File: config.mk
export PLATFORM = sky130hd
export DESIGN_NAME = output_giver_flat
export DESIGN_NICKNAME = d
export VERILOG_FILES = /design/src/rtl/output_giver_pkg.sv /design/src/rtl/output_giver_if.sv /design/src/rtl/output_giver.sv /design/src/flat_wrapper.sv
export SDC_FILE = /design/constraint.sdc
export NUM_CORES = 1
export LEC_CHECK = 0
export CORE_ASPECT_RATIO = 1.5
export CORE_MARGIN = 4
export CORE_UTILIZATION = 49
export DETAILED_ROUTE_END_ITERATION = 10
export PLACE_DENSITY = 0.79
export SYNTH_ARGS = -nofsm -noshare
export SYNTH_HDL_FRONTEND = slang
export SYNTH_SLANG_ARGS = --single-unit
File: constraint.sdc
create_clock -name clk -period 2.3 [get_ports clk]
set_input_delay 0.46 -clock clk [delete_from_list [all_inputs] [get_ports clk]]
set_output_delay 0.46 -clock clk [all_outputs]
set_load 0.01 [all_outputs]
File: src/rtl/output_giver_pkg.sv
// Shared constants for the cipher datapath nibble streamers.
// Nibble order and state encoding are common to the input taker and output giver.
package output_giver_pkg;

  localparam int unsigned DATA_W  = 32;
  localparam int unsigned NIB_W   = 4;
  localparam int unsigned NUM_NIB = DATA_W / NIB_W;
  localparam int unsigned IDX_W   = $clog2(NUM_NIB);

  typedef enum logic [1:0] {
    ST_IDLE = 2'b00,
    ST_SEND = 2'b01,
    ST_DONE = 2'b10
  } state_e;

endpackage

File: src/rtl/output_giver_if.sv
// Load / nibble-stream bundle between a word producer, the output giver and its sink.
interface output_giver_if;
  import output_giver_pkg::*;

  logic [DATA_W-1:0] data_in;
  logic              load;
  logic              nib_ready;
  logic [NIB_W-1:0]  nib_out;
  logic              nib_valid;
  logic [IDX_W-1:0]  nib_idx;
  logic              last;
  logic              busy;
  logic              done;

  modport master (
    output data_in, load, nib_ready,
    input  nib_out, nib_valid, nib_idx, last, busy, done
  );

  modport slave (
    input  data_in, load, nib_ready,
    output nib_out, nib_valid, nib_idx, last, busy, done
  );

endinterface

File: src/rtl/output_giver.sv
// Parallel-to-serial output stage: captures a result word on load and streams it
// MSB nibble first under valid/ready, then pulses done for one cycle.
module output_giver
  import output_giver_pkg::*;
(
  input  logic           clk,
  input  logic           reset,
  output_giver_if.slave  bus
);

  state_e              state_q, state_d;
  logic [DATA_W-1:0]   shreg_q, shreg_d;
  logic [IDX_W-1:0]    cnt_q,   cnt_d;

  always_ff @(posedge clk) begin
    if (reset) begin
      state_q <= ST_IDLE;
      shreg_q <= '0;
      cnt_q   <= '0;
    end else begin
      state_q <= state_d;
      shreg_q <= shreg_d;
      cnt_q   <= cnt_d;
    end
  end

  // The final nibble is not shifted out, so the word is simply left in place for DONE.
  always_comb begin
    state_d = state_q;
    shreg_d = shreg_q;
    cnt_d   = cnt_q;
    case (state_q)
      ST_IDLE: begin
        if (bus.load) begin
          shreg_d = bus.data_in;
          cnt_d   = '0;
          state_d = ST_SEND;
        end
      end
      ST_SEND: begin
        if (bus.nib_ready) begin
          if (cnt_q == IDX_W'(NUM_NIB - 1)) begin
            state_d = ST_DONE;
          end else begin
            shreg_d = shreg_q << NIB_W;
            cnt_d   = cnt_q + IDX_W'(1);
          end
        end
      end
      ST_DONE: state_d = ST_IDLE;
      default: begin
        state_d = ST_IDLE;
        shreg_d = '0;
        cnt_d   = '0;
      end
    endcase
  end

  // Outputs decode registered state only; nothing flows from inputs to outputs.
  assign bus.nib_out   = shreg_q[DATA_W-1 -: NIB_W];
  assign bus.nib_valid = (state_q == ST_SEND);
  assign bus.nib_idx   = cnt_q;
  assign bus.last      = (state_q == ST_SEND) && (cnt_q == IDX_W'(NUM_NIB - 1));
  assign bus.busy      = (state_q == ST_SEND) || (state_q == ST_DONE);
  assign bus.done      = (state_q == ST_DONE);

endmodule

File: src/flat_wrapper.sv
// flat-port wrapper written by rule: the top's interface ports become plain ports
module output_giver_flat import output_giver_pkg::*;
  (clk, reset, bus_data_in, bus_load, bus_nib_ready, bus_nib_out, bus_nib_valid, bus_nib_idx, bus_last, bus_busy, bus_done);
  output_giver_if bus_i ();
  input  logic clk;
  input  logic reset;
  input wire logic [$bits(bus_i.data_in)-1:0] bus_data_in;
  input wire logic [$bits(bus_i.load)-1:0] bus_load;
  input wire logic [$bits(bus_i.nib_ready)-1:0] bus_nib_ready;
  output wire logic [$bits(bus_i.nib_out)-1:0] bus_nib_out;
  output wire logic [$bits(bus_i.nib_valid)-1:0] bus_nib_valid;
  output wire logic [$bits(bus_i.nib_idx)-1:0] bus_nib_idx;
  output wire logic [$bits(bus_i.last)-1:0] bus_last;
  output wire logic [$bits(bus_i.busy)-1:0] bus_busy;
  output wire logic [$bits(bus_i.done)-1:0] bus_done;
  assign bus_i.data_in = bus_data_in;
  assign bus_i.load = bus_load;
  assign bus_i.nib_ready = bus_nib_ready;
  assign bus_nib_out = bus_i.nib_out;
  assign bus_nib_valid = bus_i.nib_valid;
  assign bus_nib_idx = bus_i.nib_idx;
  assign bus_last = bus_i.last;
  assign bus_busy = bus_i.busy;
  assign bus_done = bus_i.done;
  output_giver u_core (.clk(clk), .reset(reset), .bus(bus_i));
endmodule
==> results of run 1 <==
[worst max-delay path: stages, from the launching register on]
cell and delay (ps):
dfxtp_1 390, ha_1 170, ha_1 190, and2_1 150, clkdlybuf4s50_1 530
[synthesized netlist by cell type, types with 4 or more instances]
| cell type | count | area (um2) |
|---|---|---|
| nor2_1 | 31 | 116.4 |
| nor3_1 | 7 | 35.03 |
| nor3_2 | 23 | 230.2 |
| dfxtp_1 | 37 | 740.7 |
| nand2_1 | 9 | 33.78 |
| buf_4 | 8 | 60.06 |
| ha_1 | 6 | 75.07 |
| clkbuf_1 | 4 | 15.01 |
| nand3_1 | 6 | 30.03 |
| a221oi_1 | 5 | 43.79 |
| buf_2 | 4 | 20.02 |
| a21oi_1 | 9 | 45.04 |
| a221oi_2 | 23 | 345.3 |
[registers in the layout, indices dropped and copies added, names as in the netlist]
signal	cells
u_core.bus.nib_idx	3
u_core.state_q	2
u_core.shreg_q	32
[stage by stage]
step | cells | utilization
4_1_cts | 269 | 0.6517
3_3_place_gp | 261 | 0.6286
6_report | 269 | 0.6517
2_1_floorplan | 187 | -
5_1_grt | 269 | 0.6517
3_5_place_dp | 261 | 0.6286
[cell type report]
| cell class | count | area [um2] | share of cell area |
|---|---|---|---|
| inverters | 2 | 7.507 | 0.003072 |
| repair buffers | 53 | 520.5 | 0.2130 |
| clock inverters | 3 | 17.52 | 0.007168 |
| flip-flops and latches | 37 | 740.7 | 0.3031 |
| well taps | 43 | 53.80 | 0.02202 |
| clock buffers | 5 | 68.82 | 0.02816 |
| multi-input cells | 126 | 1035 | 0.4235 |
[power by group]
group	internal, mW	leakage, nW	switching, mW
Sequential	0.712	0.306	0.0483
Clock	0.209	0.0439	0.236
Combinational	0.226	0.555	0.260
[routing by layer]
| layer | track usage | vias up | part of all wire |
|---|---|---|---|
| met4 | 0.06653 | 0 | 0.0081 |
| met2 | 0.3224 | 23 | 0.54 |
| li1 | - | 759 | - |
| met3 | 0.03501 | 4 | 0.035 |
| met1 | 0.2011 | 718 | 0.42 |
| met5 | 0 | - | 0 |
[logic make-up after synthesis]
family          count (synthesis)
flops                          37
buf+inv                        24
simple gates                   80
fa+ha+maj                       6
compound gates                 40
[how the worst max path moves through the flow]
stage	start	end	slack [ps]
CTS	u_core.bus.nib_idx[0]$_SDFFE_PP0P_	bus_last	110
detailed placement	bus_nib_ready	u_core.shreg_q[7]$_SDFFE_PP0P_	220
global route	u_core.state_q[1]$_SDFFE_PP0P_	bus_last	50
global placement	bus_nib_ready	u_core.shreg_q[17]$_SDFFE_PP0P_	270
floorplan	u_core.bus.nib_idx[0]$_SDFFE_PP0P_	u_core.shreg_q[19]$_SDFFE_PP0P_	470
finish	u_core.bus.nib_idx[0]$_SDFFE_PP0P_	bus_last	130
==> impl_results.md, run 1 <==
* F_max at roughly 0.46 GHz
* Multiplexer share of the synthesized area at 0
* Cts bufs inserted at 5
* CTS Sinks at 37
* Critical path fanouts, max at 4
* Final Hold Viols at 0
* Vias in the first global route at roughly 1,600
* IO Pins at 47
* Lkg Pwr at roughly 0.9 nW
* Initial core utilization at 0.5209
* GP Congestion at ~0.74
* Area of the mapped netlist at 0.001953 mm2
* Worst Max-Slew Pin Slew at between 500 and 600 ps
* Post-synth EDFFs at 0
* Fillers at about 300
* Via count at approximately 1,500
* DP Area at between 0.002 and 0.0025 mm2
* YS warnings at 0
* Register-to-register setup slack at about 230 ps
* Fin crit period at about 2200 ps
* PnR worst setup slack at between 100 and 150 ps
* Cts repair resizes at 0
* Routed Antenna Nets at 0
* DP Wirelength at about 3000 um
* Area grow syn2layout at 25.11%
* Routed wire per std cell at roughly 16 um
* Simple-gate share of the synthesized area at 0.2492
* Status: complete, no violations
* Largest net degree at the start of global routing at 38
* Chip width at slightly below 60 um
* Setup TNS at 0 ps
* Most common cell after layout, fill and taps aside: clkdlybuf4s50_1
* Die height at between 80 and 90 um
* Pre-CTS setup slack at roughly 220 ps
* Arrival @ worst endpoint at approximately 1700 ps
* Synth unique cells at 24
* Initial antenna violation count at 0
* Seq/Total Area, Yosys at 0.3792
* Worst Hold End: u_core.shreg_q[1]$_SDFFE_PP0P_
* Hold_sp: u_core.shreg_q[1]$_SDFFE_PP0P_
* Grt ovf at 0
* WHS at around 460 ps
* Final setup viols at 0
* Critical path data required time at ~1800 ps
* Post-Synth XOR/XNOR Area at 0
* Reg clk slew, reported paths at 80 ps
* RR Startpoint: u_core.state_q[1]$_SDFFE_PP0P_
* CTS tree: yes
* Max-slew headroom at 0.6574
* Clock latency at the later pin of the worst-skew pair at roughly 290 ps
* Slew Limit Fails at 0
* Peak VDD IR at approximately 0.63 mV
* Rows at 27
* Adder and majority gate portion of the synthesized area at 0.03844
* Final #Nets at roughly 270
* Fraction of layout cells with a size suffix above 1 at 0.2920
* Fin crit share at 0.9450
* Reg-to-Reg End: u_core.shreg_q[4]$_SDFFE_PP0P_
* Hold Buf Count CTS at 0
* Avg Inst Size Synth at approximately 10 um2
* Initial DRT Pass Iterations at 4
* Setup Buffers After CTS at 0
* Synth Net Count at ~230
* Core area at between 0.003 and 0.004 mm2
* Die area at between 0.005 and 0.006 mm2
* H-tree depth at 2
* Clock Path Buffers at 2
* Post-synthesis cell count at between 150 and 200
* Register bit count reported by yosys at 37
* Hold depth at 2
* Commonest non-fill, non-tap cells in the layout: clkdlybuf4s50_1 (45), dfxtp_1 (37), nor2_1 (31), a221oi_2 (23), nor3_2 (23)
* I/O Buffers at 46
* Worst Hold Class: flop to flop
* DR iter-0 viols at between 40 and 50
* Crit path kind: flop to output pin
* R2R depth at 7
* First-pass GRT wire length at slightly above 7000 um
* Synth async-reset ratio at 0
* Layout Skew at just under 10 ps
* Pwr/cell area at 692.2 mW/mm2
* Drt drc at 0
* Crit start category: flop
* Final instance area at between 0.002 and 0.0025 mm2
* Post-synth top flop: dfxtp_1
* GRT Total Usage at 0.1794
* Vias per std cell at around 5.6
* Antenna fix cells at 0
* Synth Area in Compound Gates at 0.2409
* RSZ-0062 raised after global routing: false
* Detailed Route WL at approximately 4300 um
* Main combinational cell family by area after synthesis: simple AND/OR/NAND/NOR gates
* Worst Setup End Kind: output pin
* Total power at around 1.7 mW
* Max Cap Viol at 0
* CTS Root Cell: clkbuf_8
Power figures use the tool's default switching activity.
==> run 2: changes to the inputs <==
Settings changed: MAX_ROUTING_LAYER set to met4.
==> impl_results.md, run 2 (synthesized netlist as in run 1, its figures left out) <==
* Status: complete, no violations
* Rows at 27 (unchanged)
* Via count at 1,514 (+0.66%)
* Reg clk slew, reported paths at 80 ps (about the same)
* Fin crit share at 0.9455 (about the same)
* Hold Buf Count CTS at 0 (unchanged)
* Chip width at 59.55 um (unchanged)
* Most frequent CP cell: ha_1
* Vias per std cell at 5.628 (+0.66%)
* Slew Limit Fails at 0 (unchanged)
* Layout Skew at 8.612 ps (-1.030 ps)
* Util after Layout at 0.6517 (unchanged)
* Total power at 1.692 mW (about the same)
* Max-slew headroom at 0.6531 (-0.004253)
* Fraction of layout cells with a size suffix above 1 at 0.2920 (unchanged)
* Peak VDD IR at 0.6357 mV (+0.38%)
* Grt ovf at 0 (unchanged)
* Critical path fanouts, max at 4 (unchanged)
* Largest stage delay, worst path at 530 ps (about the same)
* Top delay family on crit path: buffers and inverters
* R2R depth at 7 (unchanged)
* CTS tree: yes
* Area grow syn2layout at 25.11% (unchanged)
* DR iter-0 viols at 70 (+43%)
* RR Startpoint: u_core.state_q[1]$_SDFFE_PP0P_
* Routed Antenna Nets at 0 (unchanged)
* First-pass GRT wire length at 7182 um (+0.28%)
* Commonest non-fill, non-tap cells in the layout: clkdlybuf4s50_1 (45), dfxtp_1 (37), nor2_1 (31), a221oi_2 (23), nor3_2 (23)
* Hold_sp: u_core.shreg_q[1]$_SDFFE_PP0P_
* Pwr/cell area at 692.5 mW/mm2 (about the same)
* Final #Nets at 267 (unchanged)
* CTS Sinks at 37 (unchanged)
* Final Hold Viols at 0 (unchanged)
* Cts bufs inserted at 5 (unchanged)
* Worst Setup End Kind: output pin
* CP cell instances: ha_1 > ha_1 > and2_1 > clkdlybuf4s50_1
* Cts repair resizes at 0 (unchanged)
* Clock latency at the later pin of the worst-skew pair at 290 ps (about the same)
* Lkg Pwr at 0.9044 nW (unchanged)
* Most common cell after layout, fill and taps aside: clkdlybuf4s50_1
* Register-to-register setup slack at 220 ps (about the same)
* Antenna fix cells at 0 (unchanged)
* H-tree depth at 2 (unchanged)
* I/O Buffers at 46 (unchanged)
* Max reg flops at 32 (unchanged)
* Worst Hold Class: flop to flop
* GRT Total Usage at 0.1847 (+0.005352)
* Vias in the first global route at 1,599 (-0.19%)
* Crit start category: flop
* Die height at 85.33 um (unchanged)
* M1 wire length at 1763 um (-2.2%)
* Detailed Route WL at 4326 um (about the same)
* WP buf/inv at 1 (unchanged)
* Worst Max-Slew Pin Slew at 520.3 ps (+6.380 ps)
* IO Pins at 47 (unchanged)
* Initial core utilization at 0.5209 (unchanged)
* Metal3 WL at 172 um (+12%)
* Final setup viols at 0 (unchanged)
* Fin crit period at 2175 ps (+0.9700 ps)
* CTS Root Cell: clkbuf_8
* Worst path slowest cell: clkdlybuf4s50_1
* Drt drc at 0 (unchanged)
* F_max at 0.4599 GHz (about the same)
* Die area at 0.005081 mm2 (unchanged)
* DP Wirelength at 2955 um (unchanged)
* Largest net degree at the start of global routing at 38 (unchanged)
* Max Cap Viol at 0 (unchanged)
* Uppermost layer routed: met4
* Worst Hold End: u_core.shreg_q[1]$_SDFFE_PP0P_
* RSZ-0062 raised after global routing: false
* Setup Buffers After CTS at 0 (unchanged)
* Critical path data required time at 1840 ps (about the same)
* Hold depth at 2 (unchanged)
* Wire length on met2 at 2364 um (+1.2%)
* Core area at 0.003750 mm2 (unchanged)
* Routed wire per std cell at 16.08 um (about the same)
* Most flops, register: u_core.shreg_q
* Area occupied by multi-input gates at 0.001035 mm2 (unchanged)
* Reg area at 740.7 um2 (unchanged)
* Fillers at 299 (unchanged)
* Initial DRT Pass Iterations at 4 (unchanged)
* Clock Path Buffers at 2 (unchanged)
* Crit path kind: flop to output pin
* GP Congestion at 0.7453 (+1.2%)
* Reg-to-Reg End: u_core.shreg_q[4]$_SDFFE_PP0P_
* Setup TNS at 0 ps (unchanged)
* Initial antenna violation count at 0 (unchanged)
* Arrival @ worst endpoint at 1710 ps (about the same)
[run 2: cell counts in the layout (fill, tap and decap cells not counted)]
Identical to the previous run, type by type.
[run 2: per-layer routing]
layer | global-route usage | up-vias
met5 | - | -
met4 | 0.06653 | 0
met3 | 0.03044 | 2
met2 | 0.3214 | 30
met1 | 0.2057 | 718
li1 | - | 764
[run 2: cell type report]
type / instances / area share
clock buffers: 5 / 0.02816
repair buffers: 53 / 0.2130
multi-input cells: 126 / 0.4235
inverters: 2 / 0.003072
flip-flops and latches: 37 / 0.3031
well taps: 43 / 0.02202
clock inverters: 3 / 0.007168
[run 2: power breakdown]
group	internal, mW	switching, mW
Clock	0.209	0.238
Sequential	0.712	0.0484
Combinational	0.226	0.259
Total	1.15	0.545
[run 2: worst max-delay path by stage]
| stage | from | endpoint | cells past startpoint |
|---|---|---|---|
| 3_5_place_dp | bus_nib_ready | u_core.shreg_q[7]$_SDFFE_PP0P_ | 6 |
| 5_1_grt | u_core.state_q[1]$_SDFFE_PP0P_ | bus_last | 4 |
| 2_1_floorplan | u_core.bus.nib_idx[0]$_SDFFE_PP0P_ | u_core.shreg_q[19]$_SDFFE_PP0P_ | 8 |
| 3_3_place_gp | bus_nib_ready | u_core.shreg_q[17]$_SDFFE_PP0P_ | 6 |
| 4_1_cts | u_core.bus.nib_idx[0]$_SDFFE_PP0P_ | bus_last | 4 |
| 6_report | u_core.bus.nib_idx[0]$_SDFFE_PP0P_ | bus_last | 4 |
[run 2: metrics by stage]
step / instances / worst slack [ps] / hold slack [ps] / cell area, um2
after CTS: 269 / 106.7 / 458.8 / 2444
after floorplan: 187 / 471.7 / 431.8 / 1953
after global placement: 261 / 272.6 / 439.6 / 2357
after detailed placement: 261 / 215.1 / 448.0 / 2357
final: 269 / 125.4 / 457.2 / 2444
after global routing: 269 / 52.90 / 485.2 / 2444
[run 2: worst min-delay path: stages (launching register included)]
cell and delay, ps:
dfxtp_1 320, nand2_1 50, a21oi_1 50
==> run 3: changes to the inputs <==
Settings changed: CELL_PAD_IN_SITES_DETAIL_PLACEMENT set to 1, CELL_PAD_IN_SITES_GLOBAL_PLACEMENT set to 1, CORE_UTILIZATION 49 to 38, MAX_ROUTING_LAYER met4 to not set, PLACE_DENSITY 0.79 to not set, PLACE_DENSITY_LB_ADDON set to 0.1, SLEW_MARGIN set to 5.
==> impl_results.md, run 3 (synthesized netlist as in run 1, its figures left out) <==
* Status: complete, no violations
* Worst Setup End Kind: output pin
* Chip width at 66.54 um (+12%)
* DP Wirelength at 3743 um (+27%)
* Fin crit period at 2165 ps (-9.209 ps)
* Fillers at 579 (+94%)
* Crit start category: flop
* H-tree depth at 2 (unchanged)
* Vias per std cell at 5.354 (-4.9%)
* Max reg flops at 32 (unchanged)
* Cts bufs inserted at 5 (unchanged)
* RSZ-0062 raised after global routing: false
* Final Hold Viols at 0 (unchanged)
* WHS at 468.0 ps (+10.78 ps)
* Most common cell after layout, fill and taps aside: clkdlybuf4s50_1
* Fin crit share at 0.9415 (-0.004004)
* Slew Limit Fails at 0 (unchanged)
* Max Cap Viol at 0 (unchanged)
* Clock latency at the later pin of the worst-skew pair at 290 ps (about the same)
* GP Congestion at 0.7478 (+0.34%)
* Fraction of layout cells with a size suffix above 1 at 0.2939 (+0.001824)
* Via count at 1,574 (+4.0%)
* GRT Total Usage at 0.1772 (-0.007560)
* CTS Sinks at 37 (unchanged)
* Vias in the first global route at 1,775 (+11%)
* Die height at 95.81 um (+12%)
* First-pass GRT wire length at 8618 um (+20%)
* Lkg Pwr at 0.9289 nW (+2.7%)
* Rows at 31 (+15%)
* Pwr/cell area at 733.8 mW/mm2 (+6.0%)
* Reg area at 740.7 um2 (unchanged)
* Largest net degree at the start of global routing at 36 (-5.3%)
* CTS tree: yes
* Final #Nets at 269 (+0.75%)
* Area grow syn2layout at 28.89%
* Routed Antenna Nets at 0 (unchanged)
* Initial DRT Pass Iterations at 4 (unchanged)
* DR iter-0 viols at 61 (-13%)
* Die area at 0.006374 mm2 (+25%)
* Initial antenna violation count at 0 (unchanged)
* Arrival @ worst endpoint at 1710 ps (about the same)
* CTS Root Cell: clkbuf_8
* Initial core utilization at 0.3996 (-0.1212)
* Reg clk slew, reported paths at 70 ps (about the same)
* Crit path kind: flop to output pin
* Routed wire per std cell at 17.36 um (+8.0%)
* Detailed Route WL at 5104 um (+18%)
* Max-slew headroom at 0.6864 (+0.03331)
* Antenna fix cells at 0 (unchanged)
* Critical path data required time at 1840 ps (about the same)
* Worst Hold Class: flop to flop
* Final setup viols at 0 (unchanged)
* Most flops, register: u_core.shreg_q
* Drt drc at 0 (unchanged)
* Hold Buf Count CTS at 0 (unchanged)
* Layout Skew at 7.496 ps (-1.116 ps)
* Peak VDD IR at 0.3602 mV (-43%)
* Setup Buffers After CTS at 0 (unchanged)
* Grt ovf at 0 (unchanged)
* Cts repair resizes at 0 (unchanged)
* Util after Layout at 0.5151 (-0.1365)
* Setup TNS at 0 ps (unchanged)
* Critical path fanouts, max at 4 (unchanged)
* Worst Max-Slew Pin Slew at 470.3 ps (-49.96 ps)
* Commonest non-fill, non-tap cells in the layout: clkdlybuf4s50_1 (45), dfxtp_1 (37), nor2_1 (31), a221oi_2 (23), nor3_2 (23)
* Area occupied by multi-input gates at 0.001035 mm2 (unchanged)
* Core area at 0.004887 mm2 (+30%)
* Clock Path Buffers at 2 (unchanged)
* I/O Buffers at 46 (unchanged)
* IO Pins at 47 (unchanged)
* F_max at 0.4618 GHz (+0.43%)
## run 3: through the flow
step	std cells	area [um2]	power, mW	setup slack [ps]
5_1_grt	294	2517	1.938	13.38
4_1_cts	294	2517	1.870	97.80
2_1_floorplan	187	1953	1.143	471.7
3_5_place_dp	286	2401	1.281	227.3
3_3_place_gp	286	2401	1.260	287.0
6_report	294	2517	1.847	134.7
## run 3: metal layers
layer | track usage | up-vias | part of all wire
met5 | 0 | - | 0
met1 | 0.1944 | 770 | 0.40
met3 | 0.03855 | 7 | 0.033
met4 | 0.06780 | 0 | 0.021
li1 | - | 761 | -
met2 | 0.3256 | 36 | 0.54
## run 3: area by class of cell
class / instances / area share
Timing Repair Buffer: 55 / 0.2127
Clock inverter: 1 / 0.01193
Clock buffer: 7 / 0.03429
Tap cell: 66 / 0.03280
Sequential cell: 37 / 0.2942
Multi-Input combinational cell: 126 / 0.4110
Inverter: 2 / 0.002982
## run 3: final timing paths
check	from	endpoint	slack, ps	cells past startpoint
setup / recovery	u_core.bus.nib_idx[0]$_SDFFE_PP0P_	bus_last	130	4
hold / removal	u_core.shreg_q[0]$_SDFFE_PP0P_	u_core.shreg_q[0]$_SDFFE_PP0P_	470	2
setup reg to reg	u_core.state_q[0]$_SDFFE_PP0P_	u_core.shreg_q[31]$_SDFFE_PP0P_	400	7
hold reg to reg	u_core.shreg_q[0]$_SDFFE_PP0P_	u_core.shreg_q[0]$_SDFFE_PP0P_	470	2
## run 3: power by group
part           total, mW  switching [mW]  internal (mW)  leakage, nW
Combinational      0.496           0.267          0.229        0.565
Sequential         0.765          0.0524          0.712        0.306
Clock              0.587           0.233          0.354       0.0585
## run 3: critical path, stage by stage (launching register included)
cell	delay, ps
dfxtp_1	380
ha_1	170
ha_1	200
and2_1	140
clkdlybuf4s50_1	530
